### config.mk
export PLATFORM = sky130hd
export DESIGN_NAME = powerup_spawner_flat
export DESIGN_NICKNAME = d
export VERILOG_FILES = /design/src/rtl/powerup_spawner_if.sv /design/src/rtl/powerup_spawner.sv /design/src/flat_wrapper.sv
export SDC_FILE = /design/constraint.sdc
export NUM_CORES = 1
export LEC_CHECK = 0
export CORE_MARGIN = 2
export CORE_UTILIZATION = 50
export CTS_CLUSTER_DIAMETER = 100
export DETAILED_ROUTE_END_ITERATION = 12
export GPL_TIMING_DRIVEN = 0
export PLACE_DENSITY = 0.77
export SETUP_SLACK_MARGIN = 0.3
export SYNTH_ARGS = -nofsm -noshare
export SYNTH_HDL_FRONTEND = slang
export SYNTH_SLANG_ARGS = --single-unit
### constraint.sdc
create_clock -name clk -period 3.7 [get_ports clk]
set_clock_uncertainty 0.15 [all_clocks]
set_input_delay 0.74 -clock clk [delete_from_list [all_inputs] [get_ports clk]]
set_output_delay 0.74 -clock clk [all_outputs]
set_load 0.01 [all_outputs]
### src/rtl/powerup_spawner_if.sv
// Game-side bundle for the power-up spawner: play/ball inputs in, power-up state out.
interface powerup_spawner_if;
  logic       game_active_i;
  logic [9:0] ball_x_i;
  logic [9:0] ball_y_i;
  logic       pp_visible_o;
  logic [9:0] pp_x_o;
  logic [9:0] pp_y_o;
  logic       eaten_o;
  logic [1:0] mode_o;

  modport master (
    output game_active_i, ball_x_i, ball_y_i,
    input  pp_visible_o, pp_x_o, pp_y_o, eaten_o, mode_o
  );

  modport slave (
    input  game_active_i, ball_x_i, ball_y_i,
    output pp_visible_o, pp_x_o, pp_y_o, eaten_o, mode_o
  );
endinterface

### src/rtl/powerup_spawner.sv
// Power-up spawner: waits RESPAWN_SEC, places a square at an LFSR position, reports when the ball eats it.
// Build macro PP_LIFETIME_EN: an uneaten power-up disappears after LIFETIME_SEC seconds.
module powerup_spawner #(
  parameter int PRESCALER    = 64999999,
  parameter int RESPAWN_SEC  = 5,
  parameter int LIFETIME_SEC = 8,
  parameter int PP_SIZE      = 16,
  parameter int BALL_SIZE    = 8,
  parameter int X_MIN        = 64,
  parameter int Y_MIN        = 32
) (
  input logic              clk,
  input logic              reset,
  powerup_spawner_if.slave bus
);

  localparam int            PW        = (PRESCALER > 0) ? $clog2(PRESCALER + 1) : 1;
  localparam logic [PW-1:0] PRESC_MAX = PW'(PRESCALER);
  localparam logic [15:0]   LFSR_SEED = 16'hACE1;
  localparam logic [15:0]   LFSR_TAPS = 16'hB400;
`ifdef PP_LIFETIME_EN
  localparam logic          LIFETIME_EN = 1'b1;
`else
  localparam logic          LIFETIME_EN = 1'b0;
`endif

  typedef enum logic [1:0] {WAIT, PLACE, SHOW, EAT} state_e;

  state_e        state_q, state_d;
  logic [PW-1:0] presc_q, presc_d;
  logic [3:0]    sec_q, sec_d;
  logic [15:0]   lfsr_q, lfsr_d;
  logic          vis_q, vis_d;
  logic          eaten_q, eaten_d;
  logic [1:0]    mode_q, mode_d;
  logic [9:0]    ppX_q, ppX_d;
  logic [9:0]    ppY_q, ppY_d;

  logic        tick, respawnDue, lifetimeDue, collision;
  logic [10:0] ballX, ballY, ppX, ppY;

  assign tick        = (presc_q == PRESC_MAX);
  assign respawnDue  = tick && ((sec_q + 4'd1) == 4'(RESPAWN_SEC));
  assign lifetimeDue = tick && ((sec_q + 4'd1) == 4'(LIFETIME_SEC));

  // Overlap test widened to 11 bits so the right/bottom edges cannot wrap.
  assign ballX = {1'b0, bus.ball_x_i};
  assign ballY = {1'b0, bus.ball_y_i};
  assign ppX   = {1'b0, ppX_q};
  assign ppY   = {1'b0, ppY_q};
  assign collision = (ballX < ppX + 11'(PP_SIZE)) && (ballX + 11'(BALL_SIZE) > ppX) &&
                     (ballY < ppY + 11'(PP_SIZE)) && (ballY + 11'(BALL_SIZE) > ppY);

  always_comb begin
    state_d = state_q;
    lfsr_d  = {1'b0, lfsr_q[15:1]} ^ (lfsr_q[0] ? LFSR_TAPS : 16'h0000);
    ppX_d   = ppX_q;
    ppY_d   = ppY_q;
    mode_d  = mode_q;
    presc_d = presc_q;
    sec_d   = sec_q;

    case (state_q)
      WAIT: if (respawnDue) state_d = PLACE;
      PLACE: begin
        state_d = SHOW;
        ppX_d   = 10'(X_MIN) + {2'b00, lfsr_q[7:0]};
        ppY_d   = 10'(Y_MIN) + {2'b00, lfsr_q[15:8]};
        mode_d  = lfsr_q[1:0] ^ lfsr_q[9:8];
      end
      SHOW: begin
        if (collision) state_d = EAT;
        else if (LIFETIME_EN && lifetimeDue) state_d = WAIT;
      end
      EAT:     state_d = WAIT;
      default: state_d = WAIT;
    endcase

    if (!bus.game_active_i) state_d = WAIT;

    // Second timing restarts on every state entry and stays cleared while play is paused.
    if ((state_d != state_q) || !bus.game_active_i) begin
      presc_d = '0;
      sec_d   = '0;
    end else if (tick) begin
      presc_d = '0;
      sec_d   = sec_q + 4'd1;
    end else begin
      presc_d = presc_q + 1'b1;
    end

    vis_d   = (state_d == SHOW);
    eaten_d = (state_d == EAT);
  end

  always_ff @(posedge clk) begin
    if (reset) begin
      state_q <= WAIT;
      presc_q <= '0;
      sec_q   <= '0;
      lfsr_q  <= LFSR_SEED;
      vis_q   <= 1'b0;
      eaten_q <= 1'b0;
      mode_q  <= '0;
      ppX_q   <= '0;
      ppY_q   <= '0;
    end else begin
      state_q <= state_d;
      presc_q <= presc_d;
      sec_q   <= sec_d;
      lfsr_q  <= lfsr_d;
      vis_q   <= vis_d;
      eaten_q <= eaten_d;
      mode_q  <= mode_d;
      ppX_q   <= ppX_d;
      ppY_q   <= ppY_d;
    end
  end

  assign bus.pp_visible_o = vis_q;
  assign bus.eaten_o      = eaten_q;
  assign bus.mode_o       = mode_q;
  assign bus.pp_x_o       = ppX_q;
  assign bus.pp_y_o       = ppY_q;

endmodule

### src/flat_wrapper.sv
// flat-port wrapper written by rule: the top's interface ports become plain ports
module powerup_spawner_flat 
#(
  parameter int PRESCALER    = 64999999,
  parameter int RESPAWN_SEC  = 5,
  parameter int LIFETIME_SEC = 8,
  parameter int PP_SIZE      = 16,
  parameter int BALL_SIZE    = 8,
  parameter int X_MIN        = 64,
  parameter int Y_MIN        = 32
)
  (clk, reset, bus_game_active_i, bus_ball_x_i, bus_ball_y_i, bus_pp_visible_o, bus_pp_x_o, bus_pp_y_o, bus_eaten_o, bus_mode_o);
  powerup_spawner_if bus_i ();
  input logic clk;
  input logic reset;
  input wire logic [$bits(bus_i.game_active_i)-1:0] bus_game_active_i;
  input wire logic [$bits(bus_i.ball_x_i)-1:0] bus_ball_x_i;
  input wire logic [$bits(bus_i.ball_y_i)-1:0] bus_ball_y_i;
  output wire logic [$bits(bus_i.pp_visible_o)-1:0] bus_pp_visible_o;
  output wire logic [$bits(bus_i.pp_x_o)-1:0] bus_pp_x_o;
  output wire logic [$bits(bus_i.pp_y_o)-1:0] bus_pp_y_o;
  output wire logic [$bits(bus_i.eaten_o)-1:0] bus_eaten_o;
  output wire logic [$bits(bus_i.mode_o)-1:0] bus_mode_o;
  assign bus_i.game_active_i = bus_game_active_i;
  assign bus_i.ball_x_i = bus_ball_x_i;
  assign bus_i.ball_y_i = bus_ball_y_i;
  assign bus_pp_visible_o = bus_i.pp_visible_o;
  assign bus_pp_x_o = bus_i.pp_x_o;
  assign bus_pp_y_o = bus_i.pp_y_o;
  assign bus_eaten_o = bus_i.eaten_o;
  assign bus_mode_o = bus_i.mode_o;
  powerup_spawner #(.PRESCALER(PRESCALER), .RESPAWN_SEC(RESPAWN_SEC), .LIFETIME_SEC(LIFETIME_SEC), .PP_SIZE(PP_SIZE), .BALL_SIZE(BALL_SIZE), .X_MIN(X_MIN), .Y_MIN(Y_MIN)) u_core (.clk(clk), .reset(reset), .bus(bus_i));
endmodule
Word level (Yosys, flattened, before mapping). Cells that the tools add are included.

Add/subtract/negate cells: 8. Magnitude comparators: 4. Equal/unequal tests: 8. Multiplexer cells: 5. Bitwise logic cells: 2. Reductions and logical operators: 9.

Operators with widths (count): adder 26 x 1 -> 26 bit, second input constant (1); equality test 26 bit, second input constant (1); adder 10 x 4 -> 11 bit, second input constant (2); adder 10 x 5 -> 11 bit, second input constant (2); greater-than comparator 11 x 10 -> 1 bit (2); < comparator 10 x 11 -> 1 bit (2); 2-to-1 mux 16 bit (1); bitwise XOR 15 x 16 -> 16 bit (1); adder 6 x 8 -> 9 bit, first input constant (1); adder 7 x 8 -> 9 bit, first input constant (1); equality test 2 bit, second input constant (4); one-hot mux 2 bit (4 select lines) (1); 2-to-1 mux 2 bit (3); adder 4 x 1 -> 4 bit, second input constant (1); equality test 4 x 3 -> 1 bit, second input constant (1); logical AND 1 bit (4); OR reduction 3 bit (1); equality test 2 x 1 -> 1 bit, second input constant (1); logical NOT 2 bit (1); != test 2 bit (1); OR reduction 2 bit (1); bitwise XOR 2 bit (1); logical NOT 1 bit (1); logical OR 1 bit (1).

Flip-flop bits (word level): 72. Bits of input ports: 23. Output and inout bits: 24. Logic and storage cells: 45.

Longest topological paths before layout. Gate-level depths: netlist of the first run.

Depth after elaboration: 11. Depth in mapped cells: 11. Mapped depth without buffers: 10.

Least setup slack after synthesis of the first run. No wires, ideal clock.

Kind: input port to flip-flop. Start: input port bus_ball_x_i[3]. End: register u_core.presc_q[13]. Setup time: 0.079 ns. Data arrival time: 2.530 ns. Data required time: 3.471 ns. Slack: 0.941 ns. Cell stages on the path: 10. Path buffers: 1. Path through: ha_1 xor2_1 ha_1 nand4_1 or3_1 o211ai_1 a32o_1 nor2_2 buf_4 nor3_1.

Longest elaborated chain between the ends: 11. Elaborated cells on any way between the ends: 12. Classes of those cells: 1 x add/sub; 2 x order compare; 1 x eq/ne; 3 x mux; 5 x reduce/logical.

RTL lines: start, declared (RTL line flat_wrapper.sv:17) `input wire logic [$bits(bus_i.ball_x_i)-1:0] bus_ball_x_i;`; adder 10 x 4 -> 11 bit (RTL line powerup_spawner.sv:51) `assign collision = (ballX < ppX + 11'(PP_SIZE)) && (ballX + 11'(BALL_SIZE) > ppX) &&`; greater-than comparator 11 x 10 -> 1 bit (RTL line powerup_spawner.sv:51); logical AND 1 bit * (2 in series) (RTL line powerup_spawner.sv:51); logical AND 1 bit * (RTL line powerup_spawner.sv:52) `(ballY < ppY + 11'(PP_SIZE)) && (ballY + 11'(BALL_SIZE) > ppY);`; 2-to-1 mux 2 bit * (RTL line powerup_spawner.sv:72) `if (collision) state_d = EAT;`; one-hot mux 2 bit (4 select lines) * (RTL line powerup_spawner.sv:63) `case (state_q)`; 2-to-1 mux 2 bit * (RTL line powerup_spawner.sv:79) `if (!bus.game_active_i) state_d = WAIT;`; != test 2 bit * (RTL line powerup_spawner.sv:82) `if ((state_d != state_q) || !bus.game_active_i) begin`; logical OR 1 bit * (RTL line powerup_spawner.sv:82); OR reduction 3 bit (no source line) *; end signal, assigned (RTL line powerup_spawner.sv:109) `presc_q <= presc_d;`; end, declared (RTL line powerup_spawner.sv:30) `logic [PW-1:0] presc_q, presc_d;`.

Every way passes the cells marked *; elsewhere a longest branch is shown, timed or not. A chain may end at the register's enable or synchronous reset.

Worst setup path after layout of the first run.
Start: input port bus_ball_x_i[4]. End: register u_core.presc_q[4].

Same word-level chain as after synthesis.

==> flow_summary.ini, run 1 <==
[outcome]
status = finished, final reports clean

[placed_design]
portBuffers = 43
place_hpwl_mm = 6.42
dp_cells = 587
globalplace.congestion = 0.857
dp_slack_ps = 7.60

[clocking]
cts_root_buf = clkbuf_8
numCtsBuffers = 9
postCtsSetupRepairBufs = 0
clockBufferDepth = 2
cts_tree = built
clk-insertion-delay-late_ps = 350
cts.sinks = 70
cts.htree.levels = 3
clk_pin_slew_ps = 80

[floorplan]
pin_count = 47
dieWidth_um = 93.6
coreArea_mm2 = 0.00777
die_area_mm2 = 0.00876
die_y_um = 93.6
row_count = 32
start_util_pct = 51.7

[worst_setup_path]
end_kind = register
crit_required_ps = 3800
worst-path-max-fanout = 10
crit_type = in2reg
worstPathArrival_ps = 3380
startpoint_type = input port

[detailed_routing]
vias = 3234
drc = 0
drtAntennaViolNets = 0
wl_mm = 8.24
wire_per_inst_um = 13.7
vias_per_cell = 5.36
drtPass1Iterations = 4
first_iter_violations = 89

[finish]
final_cells = 603
drive_above_1_share_pct = 8.98
multi_input_area_mm2 = 0.00244
fillers = 679
fin_nets = 563
regArea_mm2 = 0.00140
area_growth_pct = 20.4
antenna_cells = 0

[sta]
timing.final.crit_share_pct = 88.8
setup-violations-final = 0
worst_pin_slew_ps = 776
fin_crit_ps = 3280
relSlewSlack_pct = 48.3
max_freq_mhz = 304
tns_ps = 0
maxSlewViolCount = 0
fin_ws_ps = 415
grt_setup_unrepaired = false
hold_viol = 0

[pwr]
switchingPower_w = 0.000376
p_per_area_mw_per_mm2 = 348
power.share.switching_pct = 22.3
pwr-share-comb_pct = 8.8
power_w = 0.00168
leakagePower_nw = 1.76
pwr-share-clk_pct = 45.1
pwr-share-seq_pct = 46.1
ir_drop_uv = 291
internal-power_w = 0.00131

[yosys]
synth-main-ff-cell = dfxtp_1
synth_top_area_cell = dfxtp_1
syn_inst = 441
synthMostInstantiatedCell = dfxtp_1
ys_seq_area_share_pct = 34.9
syn_area_mm2 = 0.00401
synth_top_area_share_pct = 34.9
synth_cell_type_count = 55
synth_warnings = 0
synth_edf_count = 0
synth.area.top_cells = dfxtp_1, ha_1, xnor2_1, nor2_1, mux2i_1
synth_seq_cells = 70
synth_commonest_cells = dfxtp_1, nor2_1, ha_1
async_flop_share_pct = 0
syn_avg_cell_area_um2 = 9.10

[grt]
grt_pass1_vias = 3071
grt_max_degree = 13
overflow = 0
grt_pass1_wl_mm = 13.8
antenna_found_initial = 0
gr-usage-all-layers_pct = 19.7

[run]
max_cap_viol_count = 0

[worst_hold_path]
worst_hold_path_type = reg2reg
-- per-stage QoR --
stage / utilization [%] / area [um2] / hold slack [ps]
floorplan: - / 4020 / 267
global placement: 58.9 / 4580 / 281
detailed placement: 58.9 / 4580 / 285
CTS: 62.1 / 4820 / 312
global route: 62.2 / 4830 / 324
finish: 62.2 / 4830 / 307
-- cells in the final DEF (no fill, tap or decap), types with 11 or more instances in the layout --
cell	count
ha_1	44
dfxtp_1	70
mux2i_1	18
nand3_1	29
xnor2_1	28
clkdlybuf4s50_1	42
nand2_1	22
nor2_1	53
nor3_1	13
inv_1	30
nand4_1	11
xor2_1	19
-- per-layer routing --
layer  global-route usage [%]  up-vias  routed length [um]
li1                         -     1641                   -
met1                     25.8     1505                3960
met2                     31.4       67                3710
met3                     4.03       21                 354
met4                     8.57        0                 214
met5                        0        -                   0
-- critical path, cell delays in order --
cell and delay (ps):
clkdlybuf4s50_1 560, ha_1 240, nand3_1 100, xnor2_1 140
ha_1 270, nand2_1 70, or3_1 350, o211ai_1 170
a32o_2 240, nor2_2 80, buf_4 200, nor3_1 220
-- worst paths after layout --
kind	start	to	slack [ps]	cells past startpoint
worst min-delay path	u_core.lfsr_q[12]	u_core.lfsr_q[11]	310	1
worst min register to register	u_core.lfsr_q[12]	u_core.lfsr_q[11]	310	1
worst max register to register	u_core.bus.pp_y_o[4]	u_core.presc_q[4]	770	10
worst max-delay path	bus_ball_x_i[4]	u_core.presc_q[4]	420	12
-- sequential cells by signal, summed over array words and instances, names as in the netlist --
register	flops
u_core.bus.eaten_o	1
u_core.bus.mode_o	2
u_core.bus.pp_x_o	9
u_core.bus.pp_visible_o	1
u_core.state_q	2
u_core.sec_q	4
u_core.bus.pp_y_o	9
u_core.lfsr_q	16
u_core.presc_q	26
-- cell families after synthesis --
group / Yosys count / share of synthesized area, %
xor gates and xnor gates: 47 / 10.3
buffers and inverters: 44 / 4.61
muxes: 18 / 4.49
AOI/OAI and AO/OA: 39 / 7.39
other: 1 / 0.0934
DFF: 70 / 34.9
and+or+nand+nor: 178 / 24.5
adders and majority gates: 44 / 13.7
-- area by class of cell --
cell class                      instances  share of cell area [%]
Clock buffer                           11                    2.93
Buffer                                 14                    1.50
Multi-Input combinational cell        328                    50.4
Inverter                               30                    2.33
Timing Repair Buffer                   43                    8.96
Tap cell                              102                    2.64
Clock inverter                          5                    2.20
Sequential cell                        70                    29.0
-- power by group through the flow --
stage	combinational [W]	clock, W	sequential, W
floorplan	0.0000920	0	0.000790
global placement	0.000140	0	0.000793
detailed placement	0.000145	0	0.000793
CTS	0.000147	0.000762	0.000775
global route	0.000166	0.000801	0.000778
finish	0.000147	0.000759	0.000775
-- what timing repair did --
item,in CTS,in global routing
hold buffers,0,0
setup endpoints to repair,0,5
resized for setup,0,3
Note: power is estimated with default switching activity, not from simulation.
==> run 2: changes to the inputs <==
- CORE_MARGIN: 2 -> default
==> flow_summary.ini, run 2 (synthesis gave the netlist of run 1 again) <==
[floorplan]
pin_count = 47
die_y_um = 91.6
start_util_pct = 51.9
row_count = 32
coreArea_mm2 = 0.00773
die_area_mm2 = 0.00839
dieWidth_um = 91.6

[worst_setup_path]
worst-path-max-fanout = 10
worstPathArrival_ps = 3350
reg2reg_from = u_core.bus.pp_y_o[4]
crit_type = in2reg
startpoint_type = input port
end_kind = register
crit_required_ps = 3820
worstSetupStartpoint = bus_ball_x_i[3]

[outcome]
status = finished, final reports clean

[grt]
antenna_found_initial = 0
overflow = 0
grt_max_degree = 13
gr-usage-all-layers_pct = 21.4
grt_pass1_vias = 3041
grt_pass1_wl_mm = 14.3

[sta]
hold_viol = 0
tns_ps = 0
fin_crit_ps = 3230
timing.final.crit_share_pct = 87.3
maxSlewViolCount = 0
max_freq_mhz = 310
worst_pin_slew_ps = 748
grt_setup_unrepaired = false
setup-violations-final = 0
relSlewSlack_pct = 50.1

[detailed_routing]
wire_per_inst_um = 13.7
drtAntennaViolNets = 0
wl_mm = 8.26
first_iter_violations = 132
vias_per_cell = 5.29
drc = 0
drtPass1Iterations = 4
vias = 3189

[placed_design]
place_hpwl_mm = 6.40
dp_cells = 587
globalplace.congestion = 0.853
portBuffers = 43

[clocking]
postCtsSetupRepairBufs = 0
clk-insertion-delay-late_ps = 350
clockBufferDepth = 2
numCtsBuffers = 9
cts_tree = built
cts_root_buf = clkbuf_8
clk_pin_slew_ps = 80
cts.sinks = 70
cts.htree.levels = 3

[finish]
fillers = 676
final_cells = 603
largestRegisters = u_core.presc_q x26, u_core.lfsr_q x16
largest_reg_flops = 26
largest-register = u_core.presc_q
antenna_cells = 0
area_growth_pct = 19.2
layout_common_cells = dfxtp_1, nor2_1, ha_1, clkdlybuf4s50_1, inv_1
final_common_cell = dfxtp_1
fin_nets = 563
drive_above_1_share_pct = 8.98

[run]
max_cap_viol_count = 0

[pwr]
p_per_area_mw_per_mm2 = 323
power_w = 0.00155
ir_drop_uv = 282
leakagePower_nw = 1.73

[worst_hold_path]
worst_hold_path_type = reg2reg
worstHoldStart = u_core.lfsr_q[7]
==> run 2: cell types whose count changed in the layout (fill, tap and decap cells not counted), sizes merged <==
cell / before / now
clkinv: 1 / 2
bufinv: 3 / 1
clkinvlp: 1 / 2
==> run 2: timing repair <==
item	in CTS	in global routing
hold buffers	0	0
gates resized for setup	0	3
endpoints found under the setup margin	0	10
==> run 2: worst max-delay path, cell delays in order <==
cell,delay [ps]
clkdlybuf4s50_1,570
ha_1,250
nand3_1,120
xnor2_1,140
ha_1,270
nand2_1,70
or3_1,340
o211ai_1,160
a32o_2,230
nor2_2,80
buf_4,190
nor3_1,190
==> run 2: worst paths after layout <==
path / endpoint / slack, ps / depth (start not counted)
setup / recovery: u_core.presc_q[7] / 470 / 12
hold / removal: u_core.lfsr_q[6] / 310 / 1
setup reg to reg: u_core.presc_q[2] / 750 / 10
hold reg to reg: u_core.lfsr_q[6] / 310 / 1
==> run 2: layer usage <==
layer  part of all wire, %  track usage [%]  vias to the layer above
met1                    51             28.6                     1494
li1                      -                -                     1633
met2                    44             34.2                       52
met3                   4.0             4.77                       10
met5                     0                0                        -
met4                   1.4             6.75                        0
==> run 2: stage by stage <==
stage	area (um2)	setup slack [ps]	hold WS (ps)	util, %
3_5_place_dp	4580	46.6	286	59.2
6_report	4780	470	309	61.9
4_1_cts	4780	410	311	61.8
2_1_floorplan	4020	941	267	-
3_3_place_gp	4580	128	284	59.2
5_1_grt	4780	350	321	61.9
==> run 2: area by class of cell <==
class	count	area (um2)	share of cell area [%]
sequential	70	1400	29.3
inverter	30	113	2.35
multi-input combinational	328	2440	50.9
tap	102	128	2.67
clock inverter	5	58.8	1.23
clock buffer	11	141	2.96
timing repair buffer	43	433	9.05
buffer	14	72.6	1.52
==> run 2: power by group <==
group | switching, W | total [W] | internal (W)
sequential | 0.00000933 | 0.000775 | 0.000766
combinational | 0.0000748 | 0.000148 | 0.0000729
clock | 0.000294 | 0.000624 | 0.000330
